--- config.mk ---
export PLATFORM = sky130hd
export DESIGN_NAME = alu_arbiter
export DESIGN_NICKNAME = d
export VERILOG_FILES = /design/src/rtl/alu_pkg.sv /design/src/rtl/alu16_core.sv /design/src/rtl/alu_arbiter.sv
export SDC_FILE = /design/constraint.sdc
export NUM_CORES = 1
export LEC_CHECK = 0
export CAP_MARGIN = 30
export CORE_AREA = 2 2 159 161
export DETAILED_ROUTE_END_ITERATION = 6
export DIE_AREA = 0 0 161 163
export SETUP_SLACK_MARGIN = 0.15
export SKIP_CTS_REPAIR_TIMING = 1
export SYNTH_ARGS = -nofsm -noshare
export SYNTH_HDL_FRONTEND = slang
export SYNTH_HIERARCHICAL = 1
export SYNTH_SLANG_ARGS = --single-unit
--- constraint.sdc ---
create_clock -name clk -period 10.5 [get_ports clk]
set_clock_uncertainty 0.2 [all_clocks]
set_input_delay 2.1 -clock clk [delete_from_list [all_inputs] [get_ports clk]]
set_output_delay 2.1 -clock clk [all_outputs]
set_load 0.01 [all_outputs]
--- src/rtl/alu_pkg.sv ---
// Shared ALU types: opcode encoding, flag bit positions and the packed result bundle.
package alu_pkg;

  typedef enum logic [2:0] {
    OP_ADD = 3'd0,
    OP_SUB = 3'd1,
    OP_SL  = 3'd2,
    OP_SR  = 3'd3,
    OP_OR  = 3'd4,
    OP_AND = 3'd5,
    OP_XOR = 3'd6,
    OP_POW = 3'd7
  } alu_op_e;

  localparam int FLG_OVF  = 0;
  localparam int FLG_PAR  = 1;
  localparam int FLG_ZERO = 2;
  localparam int FLG_SIGN = 3;

  typedef struct packed {
    logic [15:0] out;
    logic [3:0]  flags;
  } alu_res_t;

endpackage

--- src/rtl/alu16_core.sv ---
// Purely combinational 16-bit ALU producing result and {sign, zero, parity, overflow}.
module alu16_core
  import alu_pkg::*;
(
  input  alu_op_e     op,
  input  logic [15:0] a,
  input  logic [15:0] b,
  output alu_res_t    res
);

  logic [15:0] out;
  logic [15:0] pw;
  logic        sign;
  logic        ovf;

  // a[1:0] ** b[1:0] by repeated multiply; empty product gives 0^0 = 1
  always_comb begin
    pw = 16'd1;
    for (int i = 0; i < 3; i++) begin
      if (2'(i) < b[1:0]) pw = pw * {14'd0, a[1:0]};
    end
  end

  always_comb begin
    out  = '0;
    sign = 1'b0;
    ovf  = 1'b0;
    case (op)
      OP_ADD: begin
        out  = a + b;
        sign = out[15];
        ovf  = (a[15] == b[15]) && (out[15] != a[15]);
      end
      OP_SUB: begin
        out  = a - b;
        sign = out[15];
        ovf  = (a[15] != b[15]) && (out[15] != a[15]);
      end
      OP_SL:   out = a << b[1:0];
      OP_SR:   out = a >> b[1:0];
      OP_OR:   out = a | b;
      OP_AND:  out = a & b;
      OP_XOR:  out = a ^ b;
      OP_POW:  out = pw;
      default: out = '0;
    endcase
  end

  always_comb begin
    res                 = '0;
    res.out             = out;
    res.flags[FLG_SIGN] = sign;
    res.flags[FLG_ZERO] = (out == 16'd0);
    res.flags[FLG_PAR]  = ~^out;
    res.flags[FLG_OVF]  = ovf;
  end

endmodule

--- src/rtl/alu_arbiter.sv ---
// Two-requester round-robin front end to a shared ALU with a one-entry result register.
// Latency 1 from accept to rsp_valid; requests stall while the result is held and not consumed.
module alu_arbiter
  import alu_pkg::*;
#(
  parameter bit RR_INIT = 1'b0
) (
  input  logic        clk,
  input  logic        rst,
  input  logic        req0_valid,
  output logic        req0_ready,
  input  logic [2:0]  req0_op,
  input  logic [15:0] req0_a,
  input  logic [15:0] req0_b,
  input  logic        req1_valid,
  output logic        req1_ready,
  input  logic [2:0]  req1_op,
  input  logic [15:0] req1_a,
  input  logic [15:0] req1_b,
  output logic        rsp_valid,
  input  logic        rsp_ready,
  output logic        rsp_id,
  output logic [15:0] rsp_out,
  output logic [3:0]  rsp_flags,
  output logic [15:0] ops_cnt0,
  output logic [15:0] ops_cnt1
);

  typedef enum logic {IDLE, FULL} state_e;

  state_e      state;
  logic        last_grant;
  logic        gnt_any;
  logic        gnt_id;
  logic        slot_free;
  logic        accept;
  alu_op_e     sel_op;
  logic [15:0] sel_a;
  logic [15:0] sel_b;
  alu_res_t    alu_res;

  // Under contention the requester not served last wins; otherwise the lone valid one
  always_comb begin
    gnt_any = req0_valid | req1_valid;
    if (req0_valid && req1_valid) gnt_id = ~last_grant;
    else                          gnt_id = req1_valid;
  end

  assign slot_free  = (state == IDLE) | rsp_ready;
  assign req0_ready = !rst & slot_free & gnt_any & !gnt_id;
  assign req1_ready = !rst & slot_free & gnt_any &  gnt_id;
  assign accept     = (req0_ready & req0_valid) | (req1_ready & req1_valid);
  assign rsp_valid  = (state == FULL);

  assign sel_op = alu_op_e'(gnt_id ? req1_op : req0_op);
  assign sel_a  = gnt_id ? req1_a : req0_a;
  assign sel_b  = gnt_id ? req1_b : req0_b;

  alu16_core u_core (
    .op  (sel_op),
    .a   (sel_a),
    .b   (sel_b),
    .res (alu_res)
  );

  always_ff @(posedge clk) begin
    if (rst) begin
      state      <= IDLE;
      rsp_out    <= '0;
      rsp_flags  <= '0;
      rsp_id     <= 1'b0;
      ops_cnt0   <= '0;
      ops_cnt1   <= '0;
      last_grant <= ~RR_INIT;
    end else begin
      case (state)
        IDLE:    if (accept) state <= FULL;
        FULL:    if (rsp_ready && !accept) state <= IDLE;
        default: state <= IDLE;
      endcase
      if (accept) begin
        rsp_out    <= alu_res.out;
        rsp_flags  <= alu_res.flags;
        rsp_id     <= gnt_id;
        last_grant <= gnt_id;
        if (!gnt_id && ops_cnt0 != 16'hFFFF) ops_cnt0 <= ops_cnt0 + 16'd1;
        if ( gnt_id && ops_cnt1 != 16'hFFFF) ops_cnt1 <= ops_cnt1 + 16'd1;
      end
    end
  end

endmodule

==> flow_metrics.env <==
export IMPL_status="completed"
export IMPL_portBuffers=130
export IMPL_min_delay_path_depth=2
export IMPL_synthFlopType="dfxtp_1"
export IMPL_critPathTopFamily="compound AO/OA/AOI/OAI gates"
export IMPL_synthToLayoutAreaGrowth_pct=24.6
export IMPL_grt_pass1_wl_um=33900
export IMPL_cp_arrival_ns=7.36
export IMPL_maxCapViolCount=0
export IMPL_netlist_area_sq_um=6740
export IMPL_slew_headroom_pct=40.7
export IMPL_startpoint="req0_valid"
export IMPL_insertion_delay_ns=0.29
export IMPL_place_congestion=0.889
export IMPL_vias=6912
export IMPL_ir_worst_vdd_v=0.0000570
export IMPL_dieArea_sq_um=26200
export IMPL_path_buf_inv=2
export IMPL_instances_no_fill=1298
export IMPL_layout_worst_path_cycle_share_pct=69.7
export IMPL_r2r_setup_slack_ns=5.19
export IMPL_routed_via_density=5.33
export IMPL_rr_worst_depth=22
export IMPL_ant_nets=0
export IMPL_routed_wl_um=21400
export IMPL_timing_rr_end="rsp_flags[1]$_SDFFE_PP0P_"
export IMPL_synth_seq_cells=55
export IMPL_crit_path_start_kind="input port"
export IMPL_worstPathCellList="clkdlybuf4s50_1 -> a21boi_4 -> mux2_2 -> buf_4 -> nor2_1 -> nor2_1 -> nor2_1 -> ha_1 -> ha_1 -> and3_1 -> fa_1 -> xnor2_1 -> nor2_1 -> a21oi_1 -> o22ai_1 -> a221oi_1 -> o21a_1 -> ha_1 -> xnor2_1 -> xnor2_1 -> xnor2_1 -> nand2_1 -> nand2_1"
export IMPL_synth_edf_count=0
export IMPL_fin_util_pct=34.0
export IMPL_setup_viol=0
export IMPL_ys_types=81
export IMPL_root_buffer="clkbuf_16"
export IMPL_drive_gt1_share_pct=9.61
export IMPL_setup_ws_ns=3.18
export IMPL_cp_depth=23
export IMPL_p_per_area_nw_per_um2=108
export IMPL_async_flop_share_pct=0
export IMPL_dieWidth_um=161
export IMPL_cp_required_ns=10.54
export IMPL_dr_pass1_iters=5
export IMPL_synth_nets=1022
export IMPL_worst_slew_pin_slew_ns=0.886
export IMPL_worst_hold_slack_ns=0.289
export IMPL_crit_slowest_cell="a21boi_4"
export IMPL_io_pins=131
export IMPL_cts_buffers=5
export IMPL_clk_path_buf_depth=2
export IMPL_pre_cts_slack_ns=2.89
export IMPL_avgSynthCellArea_sq_um=7.65
export IMPL_grtUsageTotal_pct=15.8
export IMPL_synth_seq_area_share_pct=16.3
export IMPL_die_h_um=163
export IMPL_period_minus_slack_ns=7.32
export IMPL_dpl_hpwl_um=16200
export IMPL_numClockSinks=55
export IMPL_drc=0
export IMPL_grt_max_degree=52
export IMPL_initial_core_util_pct=27.3
export IMPL_maxSlewViolCount=0
export IMPL_design_area_sq_um=8400
export IMPL_worstSetupEndpoint="rsp_flags[1]$_SDFFE_PP0P_"
export IMPL_first_global_vias=6354
export IMPL_rsz0062_at_grt="false"
export IMPL_crit_path_end_kind="flip-flop"
export IMPL_power_mw=0.905
export IMPL_core_rowCount=58
export IMPL_synth_cells=881
export IMPL_antenna_found_initial=0
export IMPL_grt_overflow=0
export IMPL_fmax_mhz=137
export IMPL_htree_levels=2
export IMPL_placedCellCount=1290
export IMPL_leakage_nw=3.27
export IMPL_fin_setup_tns_ns=0
export IMPL_hp_class="flip-flop to flip-flop"
export IMPL_drtIter0Drc=642
export IMPL_rr_startpoint="last_grant$_SDFFE_PP1P_"
export IMPL_core_area_sq_um=24700
export IMPL_slowest_delay_ns=0.69
export IMPL_crit_fanout=40
export IMPL_clk_pin_slew_ns=0.07
export IMPL_place_area_sq_um=8260
export IMPL_diodes=0
export IMPL_nets=1108
export IMPL_wl_per_cell_um=16.5
export IMPL_hold_viol_final=0
export IMPL_critical_path_class="input port to flip-flop"
export IMPL_cts_tree="yes"
export IMPL_yosys_warnings=6
==> power breakdown <==
group | total, mW | internal [mW] | leakage, nW | switching [mW]
logic | 0.513 | 0.225 | 2.75 | 0.288
registers | 0.228 | 0.221 | 0.447 | 0.00688
clock network | 0.164 | 0.0882 | 0.0669 | 0.0756
total | 0.905 | 0.534 | 3.27 | 0.371
==> flip-flops by register name (all words and copies together) (netlist names) <==
| signal | flops |
|---|---|
| ops_cnt0 | 16 |
| rsp_id | 1 |
| rsp_valid | 1 |
| last_grant | 1 |
| rsp_out | 16 |
| rsp_flags | 4 |
| ops_cnt1 | 16 |
==> per-layer routing <==
layer	track usage (%)	wire, um	share of wire (%)	vias up
li1	-	-	-	3366
met2	26.4	9590	45	273
met4	3.45	397	1.9	0
met5	0	0	0	-
met1	22.2	10000	47	3239
met3	1.63	1350	6.3	34
==> final cells by class <==
cell class                      count  area (sq um)
Clock buffer                        6           129
Clock inverter                      2          12.5
Fill cell                        2638         16300
Inverter                           52           195
Multi-Input combinational cell    714          5180
Sequential cell                    55          1100
Tap cell                          330           413
Timing Repair Buffer              139          1370
==> cells in the mapped netlist, types with 13 or more instances <==
cell type	count	area, sq um
inv_1	51	191
dfxtp_1	55	1100
xnor2_1	23	201
a21oi_1	61	305
mux2_2	38	428
nand2_1	100	375
buf_2	15	75.1
nand4_1	13	81.3
ha_1	63	788
nor2_1	83	312
a211oi_1	16	120
nand3_1	21	105
nor3_1	20	100
clkbuf_1	31	116
o21ai_0	50	250
xor2_1	17	149
o211ai_1	31	233
==> cells in the final DEF, fill, tap and decap left out, drive strengths merged, types with 17 or more instances in the layout <==
cell type,count
ha,63
clkdlybuf4s50,130
o211ai,33
nor3,20
o21ai,54
mux2,38
xor2,17
a21oi,62
nor2,85
inv,51
dfxtp,55
nand3,22
xnor2,23
nand2,101
==> worst min path at each step <==
stage | end | slack, ns | start
6_report | rsp_out[11]$_SDFFE_PP0P_ | 0.29 | rsp_out[11]$_SDFFE_PP0P_
5_1_grt | rsp_out[4]$_SDFFE_PP0P_ | 0.32 | rsp_out[4]$_SDFFE_PP0P_
4_1_cts | rsp_out[8]$_SDFFE_PP0P_ | 0.29 | rsp_out[8]$_SDFFE_PP0P_
3_5_place_dp | rsp_out[8]$_SDFFE_PP0P_ | 0.28 | rsp_out[8]$_SDFFE_PP0P_
3_3_place_gp | rsp_out[15]$_SDFFE_PP0P_ | 0.28 | rsp_out[15]$_SDFFE_PP0P_
2_1_floorplan | last_grant$_SDFFE_PP1P_ | 0.27 | last_grant$_SDFFE_PP1P_
==> kinds of logic after synthesis <==
| family | Yosys count | synth area share, % |
|---|---|---|
| simple gates | 303 | 22.3 |
| buf+inv | 112 | 7.07 |
| xor+xnor | 40 | 5.20 |
| fa+ha+maj | 66 | 12.6 |
| compound gates | 245 | 24.9 |
| flops | 55 | 16.3 |
| mux | 60 | 11.7 |
==> worst reg2reg max path: stages, from the launching register on <==
cell and delay (ns):
dfxtp_1 0.35, a21boi_4 0.66, mux2_2 0.30, buf_4 0.40, nor2_1 0.17, nor2_1 0.21, nor2_1 0.07, ha_1 0.21
ha_1 0.31, and3_1 0.19, fa_1 0.43, xnor2_1 0.17, nor2_1 0.05, a21oi_1 0.14, o22ai_1 0.10, a221oi_1 0.23
o21a_1 0.21, ha_1 0.25, xnor2_1 0.14, xnor2_1 0.19, xnor2_1 0.15, nand2_1 0.07, nand2_1 0.05
No activity file was read; power rests on OpenSTA's default activity.
